### src/rtl/cook_timer_if.sv
// Keypad/enable inputs and status/display outputs of the cook timer.
interface cook_timer_if;
  logic       digit_valid;
  logic [3:0] digit;
  logic       clear;
  logic       enabler;
  logic       timer_done;
  logic       running;
  logic [3:0] min_tens;
  logic [3:0] min_ones;
  logic [3:0] sec_tens;
  logic [3:0] sec_ones;

  modport master (
    output digit_valid, digit, clear, enabler,
    input  timer_done, running, min_tens, min_ones, sec_tens, sec_ones
  );

  modport slave (
    input  digit_valid, digit, clear, enabler,
    output timer_done, running, min_tens, min_ones, sec_tens, sec_ones
  );
endinterface

### src/rtl/cook_timer.sv
// MM:SS BCD cook timer: keypad entry, per-second countdown while enabled, done flag.
// All outputs registered, one-edge latency; no backpressure (strobes are taken or dropped).
module cook_timer #(
  parameter int TICKS_PER_SEC = 50_000_000
) (
  input logic         clk,
  input logic         reset,
  cook_timer_if.slave tmr
);
  localparam int            PW       = $clog2(TICKS_PER_SEC);
  localparam logic [PW-1:0] PSC_MAX  = PW'(TICKS_PER_SEC - 1);

  typedef enum logic [1:0] {IDLE = 2'd0, RUN = 2'd1, DONE = 2'd2} state_t;

  typedef struct packed {
    logic [3:0] min_tens;
    logic [3:0] min_ones;
    logic [3:0] sec_tens;
    logic [3:0] sec_ones;
  } bcd_time_t;

  state_t          state, state_nxt;
  bcd_time_t       tm, tm_nxt, tm_dec;
  logic [PW-1:0]   psc, psc_nxt;
  logic            digit_ok;
  logic            time_zero;
  logic            counting;

  // One-second BCD decrement; sec_tens may hold 6-9 from entry, so it only borrows at 0.
  always_comb begin
    tm_dec = tm;
    if (tm.sec_ones != 4'd0) begin
      tm_dec.sec_ones = tm.sec_ones - 4'd1;
    end else begin
      tm_dec.sec_ones = 4'd9;
      if (tm.sec_tens != 4'd0) begin
        tm_dec.sec_tens = tm.sec_tens - 4'd1;
      end else begin
        tm_dec.sec_tens = 4'd5;
        if (tm.min_ones != 4'd0) begin
          tm_dec.min_ones = tm.min_ones - 4'd1;
        end else begin
          tm_dec.min_ones = 4'd9;
          tm_dec.min_tens = tm.min_tens - 4'd1;
        end
      end
    end
  end

  always_comb begin
    state_nxt = state;
    tm_nxt    = tm;
    psc_nxt   = psc;
    digit_ok  = tmr.digit_valid && (tmr.digit <= 4'd9) && !tmr.enabler;
    time_zero = (tm == '0);
    // The IDLE->RUN edge already counts as a prescaler tick, so a paused partial second resumes exactly.
    counting  = tmr.enabler && ((state == RUN) || ((state == IDLE) && !time_zero));

    if (tmr.clear) begin
      state_nxt = IDLE;
      tm_nxt    = '0;
      psc_nxt   = '0;
    end else if (counting) begin
      state_nxt = RUN;
      if (psc == PSC_MAX) begin
        psc_nxt = '0;
        tm_nxt  = tm_dec;
        if (tm_dec == '0) state_nxt = DONE;
      end else begin
        psc_nxt = psc + PW'(1);
      end
    end else begin
      case (state)
        IDLE: begin
          if (tmr.enabler) begin
            state_nxt = DONE;
          end else if (digit_ok) begin
            tm_nxt.min_tens = tm.min_ones;
            tm_nxt.min_ones = tm.sec_tens;
            tm_nxt.sec_tens = tm.sec_ones;
            tm_nxt.sec_ones = tmr.digit;
            psc_nxt         = '0;
          end
        end
        RUN: state_nxt = IDLE;
        DONE: begin
          if (digit_ok) begin
            state_nxt = IDLE;
            tm_nxt    = {12'h000, tmr.digit};
            psc_nxt   = '0;
          end
        end
        default: state_nxt = IDLE;
      endcase
    end
  end

  always_ff @(posedge clk) begin
    if (reset) begin
      state <= IDLE;
      tm    <= '0;
      psc   <= '0;
    end else begin
      state <= state_nxt;
      tm    <= tm_nxt;
      psc   <= psc_nxt;
    end
  end

  assign tmr.timer_done = (state == DONE);
  assign tmr.running    = (state == RUN);
  assign tmr.min_tens   = tm.min_tens;
  assign tmr.min_ones   = tm.min_ones;
  assign tmr.sec_tens   = tm.sec_tens;
  assign tmr.sec_ones   = tm.sec_ones;
endmodule
### src/flat_wrapper.sv
// flat-port wrapper written by rule: the top's interface ports become plain ports
module cook_timer_flat 
#(
  parameter int TICKS_PER_SEC = 50_000_000
)
  (clk, reset, tmr_digit_valid, tmr_digit, tmr_clear, tmr_enabler, tmr_timer_done, tmr_running, tmr_min_tens, tmr_min_ones, tmr_sec_tens, tmr_sec_ones);
  cook_timer_if tmr_i ();
  input logic clk;
  input logic reset;
  input wire logic [$bits(tmr_i.digit_valid)-1:0] tmr_digit_valid;
  input wire logic [$bits(tmr_i.digit)-1:0] tmr_digit;
  input wire logic [$bits(tmr_i.clear)-1:0] tmr_clear;
  input wire logic [$bits(tmr_i.enabler)-1:0] tmr_enabler;
  output wire logic [$bits(tmr_i.timer_done)-1:0] tmr_timer_done;
  output wire logic [$bits(tmr_i.running)-1:0] tmr_running;
  output wire logic [$bits(tmr_i.min_tens)-1:0] tmr_min_tens;
  output wire logic [$bits(tmr_i.min_ones)-1:0] tmr_min_ones;
  output wire logic [$bits(tmr_i.sec_tens)-1:0] tmr_sec_tens;
  output wire logic [$bits(tmr_i.sec_ones)-1:0] tmr_sec_ones;
  assign tmr_i.digit_valid = tmr_digit_valid;
  assign tmr_i.digit = tmr_digit;
  assign tmr_i.clear = tmr_clear;
  assign tmr_i.enabler = tmr_enabler;
  assign tmr_timer_done = tmr_i.timer_done;
  assign tmr_running = tmr_i.running;
  assign tmr_min_tens = tmr_i.min_tens;
  assign tmr_min_ones = tmr_i.min_ones;
  assign tmr_sec_tens = tmr_i.sec_tens;
  assign tmr_sec_ones = tmr_i.sec_ones;
  cook_timer #(.TICKS_PER_SEC(TICKS_PER_SEC)) u_core (.clk(clk), .reset(reset), .tmr(tmr_i));
endmodule
### config.mk
export PLATFORM = sky130hd
export DESIGN_NAME = cook_timer_flat
export DESIGN_NICKNAME = d
export VERILOG_FILES = /design/src/rtl/cook_timer_if.sv /design/src/rtl/cook_timer.sv /design/src/flat_wrapper.sv
export SDC_FILE = /design/constraint.sdc
export NUM_CORES = 1
export LEC_CHECK = 0
export CAP_MARGIN = 20
export CORE_MARGIN = 4
export CORE_UTILIZATION = 55
export CTS_CLUSTER_SIZE = 14
export DETAILED_ROUTE_END_ITERATION = 7
export PLACE_DENSITY = 0.77
export SLEW_MARGIN = 20
export SYNTH_ARGS = -nofsm -noshare
export SYNTH_HDL_FRONTEND = slang
export SYNTH_SLANG_ARGS = --single-unit
### constraint.sdc
create_clock -name clk -period 6.4 [get_ports clk]
set_input_delay 1.28 -clock clk [delete_from_list [all_inputs] [get_ports clk]]
set_output_delay 1.28 -clock clk [all_outputs]
set_load 0.005 [all_outputs]
==> metrics.txt, run 1 <==
RSZ-0062 raised after global routing no; fin crit period 3.90 ns; CTS clk-pin slew, worst paths around 0.090 ns; worst vdd rail ir drop roughly 0.12 mV; Final Skew roughly 0.006 ns; chip width 76.0 µm; total track usage between 20 and 25%; post-CTS sizing 0; Skew-Pair Late Insertion Delay around 0.3 ns; largest net degree at the start of global routing 25; Post-Synthesis Mean Instance Area about 8.0 µm²; Pleak 0.935 nW; Tightest Pin Transition between 0.9 and 1 ns; cell row count 24; # Post-CTS Setup Buffers 0; Vias ~2400; largest area contributor in the netlist dfxtp_1; highest clock rate 256 MHz; clock root cell clkbuf_8; nets 346; Die Y 76.0 µm; TritonCTS clock tree yes; routability cong. 0.888; status completed; #FFs+latches synth 44; hold_buf cts 0; DR iter-0 viols 148; final hold viol count 0; Required @ worst endpoint between 6 and 7 ns; cts bufs inserted 5; H-tree depth 2; Pre-Repair DR Iteration Count 4; initial antenna violation count 0; Worst Setup End Kind register; sequential element share of the synthesized area 34.7%; vias in the first global route between 2000 and 2500; pre-CTS setup slack 2.18 ns; CP cell instances clkdlybuf4s50_1 > nor2b_1 > o41ai_2 > nor4_2 > or2_1 > nor2_1 > a2111oi_0; post-route insts no fill 387; starting density of the core around 58%; Synth Instances ~320; number of clock sinks 44; asr flop ratio synth 0%; vias per inst approximately 6; final worst slack 2.50 ns; drt wl/cell around 16 µm; Hold WS just over 0.5 ns; antenna violation net count after detailed routing 0; wire length of the first global-routing pass ~11000 µm; core area 0.00441 mm²; CP Buf/Inv Count 1; PwrDens a little under 200 mW/mm²; WP data arrival around 4.1 ns; dominant cells by area after synthesis dfxtp_1 (35%), nor2_1 (5.9%), xnor2_1 (5.9%); slowest stage delay, CP between 0.6 and 0.7 ns; I/O Pins 27; critical setup path kind primary input to register; share of layout cells above drive strength 1 6.87%; Final Cycle Share just over 60%; relative slew slack 38.7%; max-cap viol count 0; Slew Limit Fails 0; post-synth top area share 34.7%; mapped cell area 0.00254 mm²; Crit path max-delay family simple AND/OR/NAND/NOR gates; synth unique cells 64; DP HPWL around 4300 µm; Area growth, synth to finish 14.1%; Worst path slowest cell nor4_2; design area just under 0.003 mm²; drt total wl 6290 µm; Post-synth top flop dfxtp_1; Port Buffers 26; TNS Setup 0 ns; final setup fails 0; crit start category primary input; critical path fanouts, max 14; syn nets approximately 330; Ys Warns 0; final global-route overflow total 0; Post-synth EDFFs 0; Post-Place Cells approximately 380; Post-Place Cell Area between 0.002 and 0.003 mm²; drt drc 0; Longest Clk Path Bufs 2; Die Footprint 0.00577 mm²; Hold Path Class register to register; diode count 0
## kinds of logic after synthesis
group / synth area share [%]
AOI/OAI and AO/OA: 17.1
xor gates and xnor gates: 7.58
adders and majority gates: 1.48
buffers and inverters: 4.73
DFF: 34.7
muxes: 1.62
and+or+nand+nor: 32.8
## through the flow
stage / power [mW] / util, %
final: 0.576 / 65.7
after detailed placement: 0.358 / 63.1
after CTS: 0.576 / 65.7
after global placement: 0.356 / 63.1
after floorplan: 0.337 / -
after global routing: 0.595 / 65.7
## area by class of cell
| class | instances | area, µm² |
|---|---|---|
| Multi-Input combinational cell | 248 | 1540 |
| Fill cell | 404 | 1510 |
| Sequential cell | 44 | 881 |
| Timing Repair Buffer | 27 | 268 |
| Clock buffer | 5 | 68.8 |
| Tap cell | 52 | 65.1 |
| Clock inverter | 3 | 47.5 |
| Inverter | 8 | 30.0 |
## power by group
group	leakage, nW	internal [mW]	switching [mW]
clock network	0.0583	0.118	0.105
registers	0.355	0.276	0.00480
logic	0.522	0.0273	0.0442
total	0.935	0.421	0.154
## tightest hold or removal path, cell delays in order (launching register included)
cell and delay [ns]:
dfxtp_1 0.34, nand4_1 0.07, o21ai_0 0.07
## registers in the layout (all words and copies together), names as in the netlist
register             flops
u_core.tmr.min_ones      4
u_core.state             2
u_core.tmr.sec_tens      4
u_core.tmr.sec_ones      4
u_core.tmr.min_tens      4
u_core.psc              26
## final timing paths
path | from | to | slack (ns) | depth (start not counted)
max | tmr_enabler | u_core.tmr.min_tens[2] | 2.50 | 7
min | u_core.psc[15] | u_core.psc[15] | 0.51 | 2
max reg2reg | u_core.tmr.min_tens[0] | u_core.psc[13] | 3.49 | 8
min reg2reg | u_core.psc[15] | u_core.psc[15] | 0.51 | 2
## synth_stat cells (2+ instances only)
library cell	count
inv_1	8
nor2_2	2
o21ai_1	5
nor3_1	12
a21oi_1	21
dfxtp_1	44
xor2_1	5
nand4b_1	2
or4_1	4
nor2b_1	4
a31oi_1	5
o21ai_0	16
or3_1	6
nand2b_1	2
or3b_1	2
buf_6	2
and3_1	4
xnor2_1	17
nand2_1	24
nor2_1	40
clkbuf_1	8
o211ai_1	5
or4b_2	2
ha_1	3
and4_1	3
mux2i_1	3
nand3_1	18
and4b_1	2
buf_2	6
nand4_1	2
nor4b_1	3
nor4_1	5
## per-layer routing
metal,vias to the layer above,GRT usage (%),part of all wire (%)
met3,6,4.02,5.4
met1,1112,29.0,45
met2,85,36.3,49
met4,0,7.47,0.84
met5,-,0,0
li1,1180,-,-
## cell usage in the layout (no fill, tap or decap), types with 5 or more instances in the layout
| cell | count |
|---|---|
| dfxtp_1 | 44 |
| nor2_1 | 40 |
| clkdlybuf4s50_1 | 26 |
| nand2_1 | 24 |
| a21oi_1 | 21 |
| nand3_1 | 18 |
| xnor2_1 | 17 |
| o21ai_0 | 16 |
| nor3_1 | 12 |
| inv_1 | 8 |
| or3_1 | 6 |
| nor4_1 | 5 |
| a31oi_1 | 5 |
| o211ai_1 | 5 |
| o21ai_1 | 5 |
| xor2_1 | 5 |
| clkbuf_8 | 5 |
Note: power is estimated with default switching activity, not from simulation.
==> inputs of run 2 (changes only) <==
clock period = 3.7 ns   (was 6.4 ns; I/O delays follow)
==> metrics.txt, run 2 (synthesized netlist as in run 1, its figures left out) <==
status completed; Skew-Pair Late Insertion Delay around 0.3 ns; hold_buf cts 0; drt wl/cell roughly 16 µm; Final Cycle Share between 70 and 80%; Pleak approximately 0.96 nW; Longest Clk Path Bufs 2; critical path fanouts, max 9; Die Y approximately 76 µm; antenna violation net count after detailed routing 0; area occupied by registers between 800 and 900 µm²; largest net degree at the start of global routing 25; total track usage ~22%; routability cong. 0.916; footprint of the multi-input gates around 0.0015 mm²; TNS Setup 0 ns; crit start category register; cts bufs inserted 5; share of layout cells above drive strength 1 about 8.5%; Top reg by flops u_core.psc; r2r startpoint u_core.tmr.min_tens[0]; critical setup path kind register to register; max reg flops 26; starting density of the core between 50% and 60%; highest clock rate approximately 360 MHz; drt drc 0; post-route insts no fill approximately 390; commonest non-fill, non-tap cell in the layout dfxtp_1; wire length of the first global-routing pass about 10000 µm; number of clock sinks 44; vias per inst slightly above 6; fin crit period 2.80 ns; Hold Startpoint u_core.psc[1]; Pre-Repair DR Iteration Count 4; design area between 0.002 and 0.003 mm²; Hold Path Class register to register; WP data arrival around 3 ns; I/O Pins 27; Vias 2393; Worst Setup End Kind register; worst vdd rail ir drop 0.148 mV; Area growth, synth to finish 15.3%; cell row count 24; Slew Limit Fails 0; Tightest Pin Transition between 0.6 and 0.7 ns; nets 353; vias in the first global route approximately 2200; # fillers 401; final global-route overflow total 0; clock group share of total power 34.3%; CTS clk-pin slew, worst paths roughly 0.090 ns; core area 0.00441 mm²; DP HPWL ~4400 µm; Post-Place Cells between 300 and 400; Comb power frac around 14%; Final Util about two thirds; Internal slightly below 700 µW; H-tree depth 2; Required @ worst endpoint just under 4 ns; PwrDens around 320 mW/mm²; crit path from u_core.tmr.min_tens[0]; Post-Place Cell Area between 0.002 and 0.003 mm²; diode count 0; TritonCTS clock tree yes; post-CTS sizing 0; max-cap viol count 0; commonest cells after routing, fill and taps aside dfxtp_1 (44), nor2_1 (40), clkdlybuf4s50_1 (26); Final Skew ~0.0061 ns; RSZ-0062 raised after global routing no; final hold viol count 0; Die Footprint about 0.0058 mm²; Power, Total about 940 µW; Port Buffers 26; chip width 76.0 µm; DR iter-0 viols about 180; switching power approximately 260 µW; relative slew slack about three fifths; Reg power frac 51.6%; final setup fails 0; switch share between 20% and 30%; drt total wl about 6300 µm; initial antenna violation count 0; clock root cell clkbuf_8; # Post-CTS Setup Buffers 0
## run 2: metal layers
layer	global-route usage, %	part of all wire, %
met3	4.26	6.1
met1	27.8	44
met2	35.9	48
met5	0	0
met4	8.19	1.2
## run 2: stage by stage
step           hold slack (ns)  setup slack, ns
6_report                 0.501            0.899
5_1_grt                  0.516            0.655
4_1_cts                  0.496            0.897
3_5_place_dp             0.484            0.734
3_3_place_gp             0.482            0.804
2_1_floorplan            0.462             1.26
## run 2: power groups by stage
stage / clock, mW / combinational, mW / sequential (mW)
finish: 0.323 / 0.132 / 0.486
global route: 0.350 / 0.142 / 0.487
CTS: 0.329 / 0.130 / 0.485
detailed placement: 0 / 0.129 / 0.497
global placement: 0 / 0.127 / 0.497
floorplan: 0 / 0.0895 / 0.494
## run 2: cell type report
cell class | count | share of cell area, %
multi-input cells | 248 | 52.6
flip-flops and latches | 44 | 30.1
repair buffers | 34 | 10.9
clock buffers | 7 | 2.95
well taps | 52 | 2.22
inverters | 8 | 1.02
clock inverters | 1 | 0.256
## run 2: worst paths after layout
kind                       endpoint  slack (ns)  cells past startpoint
max          u_core.tmr.min_ones[0]        0.90                      9
min                   u_core.psc[1]        0.50                      2
max reg2reg  u_core.tmr.min_ones[0]        0.90                      9
min reg2reg           u_core.psc[1]        0.50                      2
## run 2: worst max-delay path: stages (launching register included)
cell and delay [ns]:
dfxtp_1 0.36, inv_1 0.09, ha_1 0.14, or4b_1 0.54, o41ai_2 0.49, nor4_2 0.10
buf_4 0.17, nor2_1 0.48, o21ai_0 0.20, a21oi_1 0.17
==> inputs of run 3 (changes only) <==
CORE_UTILIZATION = 51   (was 55)
PLACE_DENSITY = 0.75   (was 0.77)
clock period = 2.53 ns   (was 3.7 ns; I/O delays follow)
==> metrics.txt, run 3 (synthesized netlist as in run 1, its figures left out) <==
routability cong. slightly above 0.9; Hold Startpoint u_core.psc[1]; H-tree depth 2; share of layout cells above drive strength 1 between 20% and 30%; Die Footprint 0.00618 mm²; Vias about 2600; CTS clk-pin slew, worst paths around 0.09 ns; clock root cell clkbuf_8; highest clock rate between 300 and 400 MHz; clock group share of total power a little under two fifths; initial antenna violation count 0; I/O Pins 27; CP Buf/Inv Count 2; Crit path max-delay family simple AND/OR/NAND/NOR gates; RSZ-0062 raised after global routing yes; WL met1 about 3200 µm; Hold Path Class register to register; DR WL met3 approximately 350 µm; hold path cells 2; WP data arrival between 2 and 3 ns; CP cell instances inv_1 > ha_1 > or4b_4 > o41ai_2 > nor4_2 > or2_1 > buf_4 > o211a_1; Power, Total 1.53 mW; final global-route overflow total 0; CP Depth 8; drt drc 0; Port Buffers 26; cell row count 25; max-cap viol count 0; Skew-Pair Late Insertion Delay 0.31 ns; worst vdd rail ir drop roughly 0.27 mV; max reg flops 26; wire length of the first global-routing pass between 10000 and 15000 µm; Internal 1.12 mW; antenna violation net count after detailed routing 0; diode count 0; Comb power frac ~17%; switch share between 20% and 30%; Pre-Repair DR Iteration Count 4; total track usage around 25%; Tightest Pin Transition ~0.52 ns; vias per inst around 5.7; crit start category register; critical path fanouts, max 9; Reg power frac between 40% and 50%; drt wl/cell ~16 µm; slowest stage delay, CP 0.50 ns; vias in the first global route approximately 2600; Slew Limit Fails 0; largest net degree at the start of global routing 16; starting density of the core a little over half; cts bufs inserted 5; r2r startpoint u_core.tmr.min_tens[1]; switching power slightly above 400 µW; TritonCTS clock tree yes; chip width 78.6 µm; Area growth, synth to finish 32.2%; Top reg by flops u_core.psc; PwrDens between 400 and 500 mW/mm²; final worst slack between 0.015 and 0.02 ns; met2 wire length around 3700 µm; pre-CTS setup slack -0.167 ns; number of clock sinks 44; Worst Hold Path EP u_core.psc[1]; Die Y approximately 80 µm; status completed; cell count of the worst reg-to-reg path 8; core area approximately 0.0048 mm²; DR iter-0 viols about 130; R2R setup slack between 0.015 and 0.02 ns; critical setup path kind register to register; DR top layer met4; relative slew slack 64.9%; commonest cells after routing, fill and taps aside buf_4 (54), dfxtp_1 (44), nor2_1 (39); commonest non-fill, non-tap cell in the layout buf_4; # fillers between 400 and 500; DP HPWL 5460 µm; fin crit period 2.51 ns; Final Skew 0.00714 ns; Pleak ~1.2 nW; final hold viol count 0; final setup fails 0; FF-to-FF End u_core.tmr.min_ones[1]; nets 400; Longest Clk Path Bufs 2; Required @ worst endpoint about 2.7 ns; drt total wl about 7400 µm; Worst Setup End Kind register; Worst path slowest cell or4b_4; Final Cycle Share 99.4%
[run 3: worst max-delay path by stage]
stage                            from                      to
6_report       u_core.tmr.min_tens[1]  u_core.tmr.min_ones[1]
5_1_grt        u_core.tmr.min_tens[1]  u_core.tmr.min_ones[1]
4_1_cts        u_core.tmr.min_tens[1]          u_core.psc[21]
3_5_place_dp              tmr_enabler  u_core.tmr.min_tens[2]
3_3_place_gp              tmr_enabler          u_core.psc[13]
2_1_floorplan  u_core.tmr.min_tens[0]  u_core.tmr.min_ones[1]
[run 3: area by class of cell]
cell class,count,area [µm²],area share [%]
flip-flops and latches,44,881,26.2
multi-input cells,248,1560,46.6
well taps,67,83.8,2.50
clock buffers,5,68.8,2.05
clock inverters,3,46.3,1.38
inverters,8,30.0,0.894
repair buffers,81,686,20.4
[run 3: per-stage QoR]
| stage | area (µm²) | utilization [%] | instances | hold slack [ns] | TNS [ns] |
|---|---|---|---|---|---|
| after floorplan | 2540 | - | 317 | 0.462 | 0 |
| after global placement | 3210 | 67.0 | 446 | 0.476 | 0 |
| after detailed placement | 3210 | 67.0 | 446 | 0.488 | -0.505 |
| after CTS | 3330 | 69.6 | 455 | 0.501 | 0 |
| after global routing | 3360 | 70.2 | 456 | 0.527 | -0.854 |
| final | 3360 | 70.2 | 456 | 0.502 | 0 |
[run 3: metal layers]
metal | GRT usage (%) | up-vias
met2 | 43.6 | 83
met4 | 9.62 | 0
met3 | 5.16 | 19
met5 | 0 | -
met1 | 30.1 | 1220
li1 | - | 1289
[run 3: what timing repair did]
item | 4_1_cts | 5_1_grt
setup endpoints to repair | 6 | 19
pin swaps | 1 | 0
buffers inserted | 1 | 1
gates resized for setup | 1 | 5
hold buffers | 0 | 0
[run 3: worst min-delay path, cell delays in order (launching register included)]
cell     delay (ns)
dfxtp_1        0.34
nand2_1        0.07
a21oi_1        0.05
[run 3: power groups by stage]
| stage | clock [mW] | combinational (mW) | sequential [mW] |
|---|---|---|---|
| after detailed placement | 0 | 0.244 | 0.720 |
| after global routing | 0.604 | 0.278 | 0.705 |
| after global placement | 0 | 0.241 | 0.719 |
| after floorplan | 0 | 0.131 | 0.722 |
| final | 0.568 | 0.260 | 0.704 |
| after CTS | 0.574 | 0.250 | 0.704 |
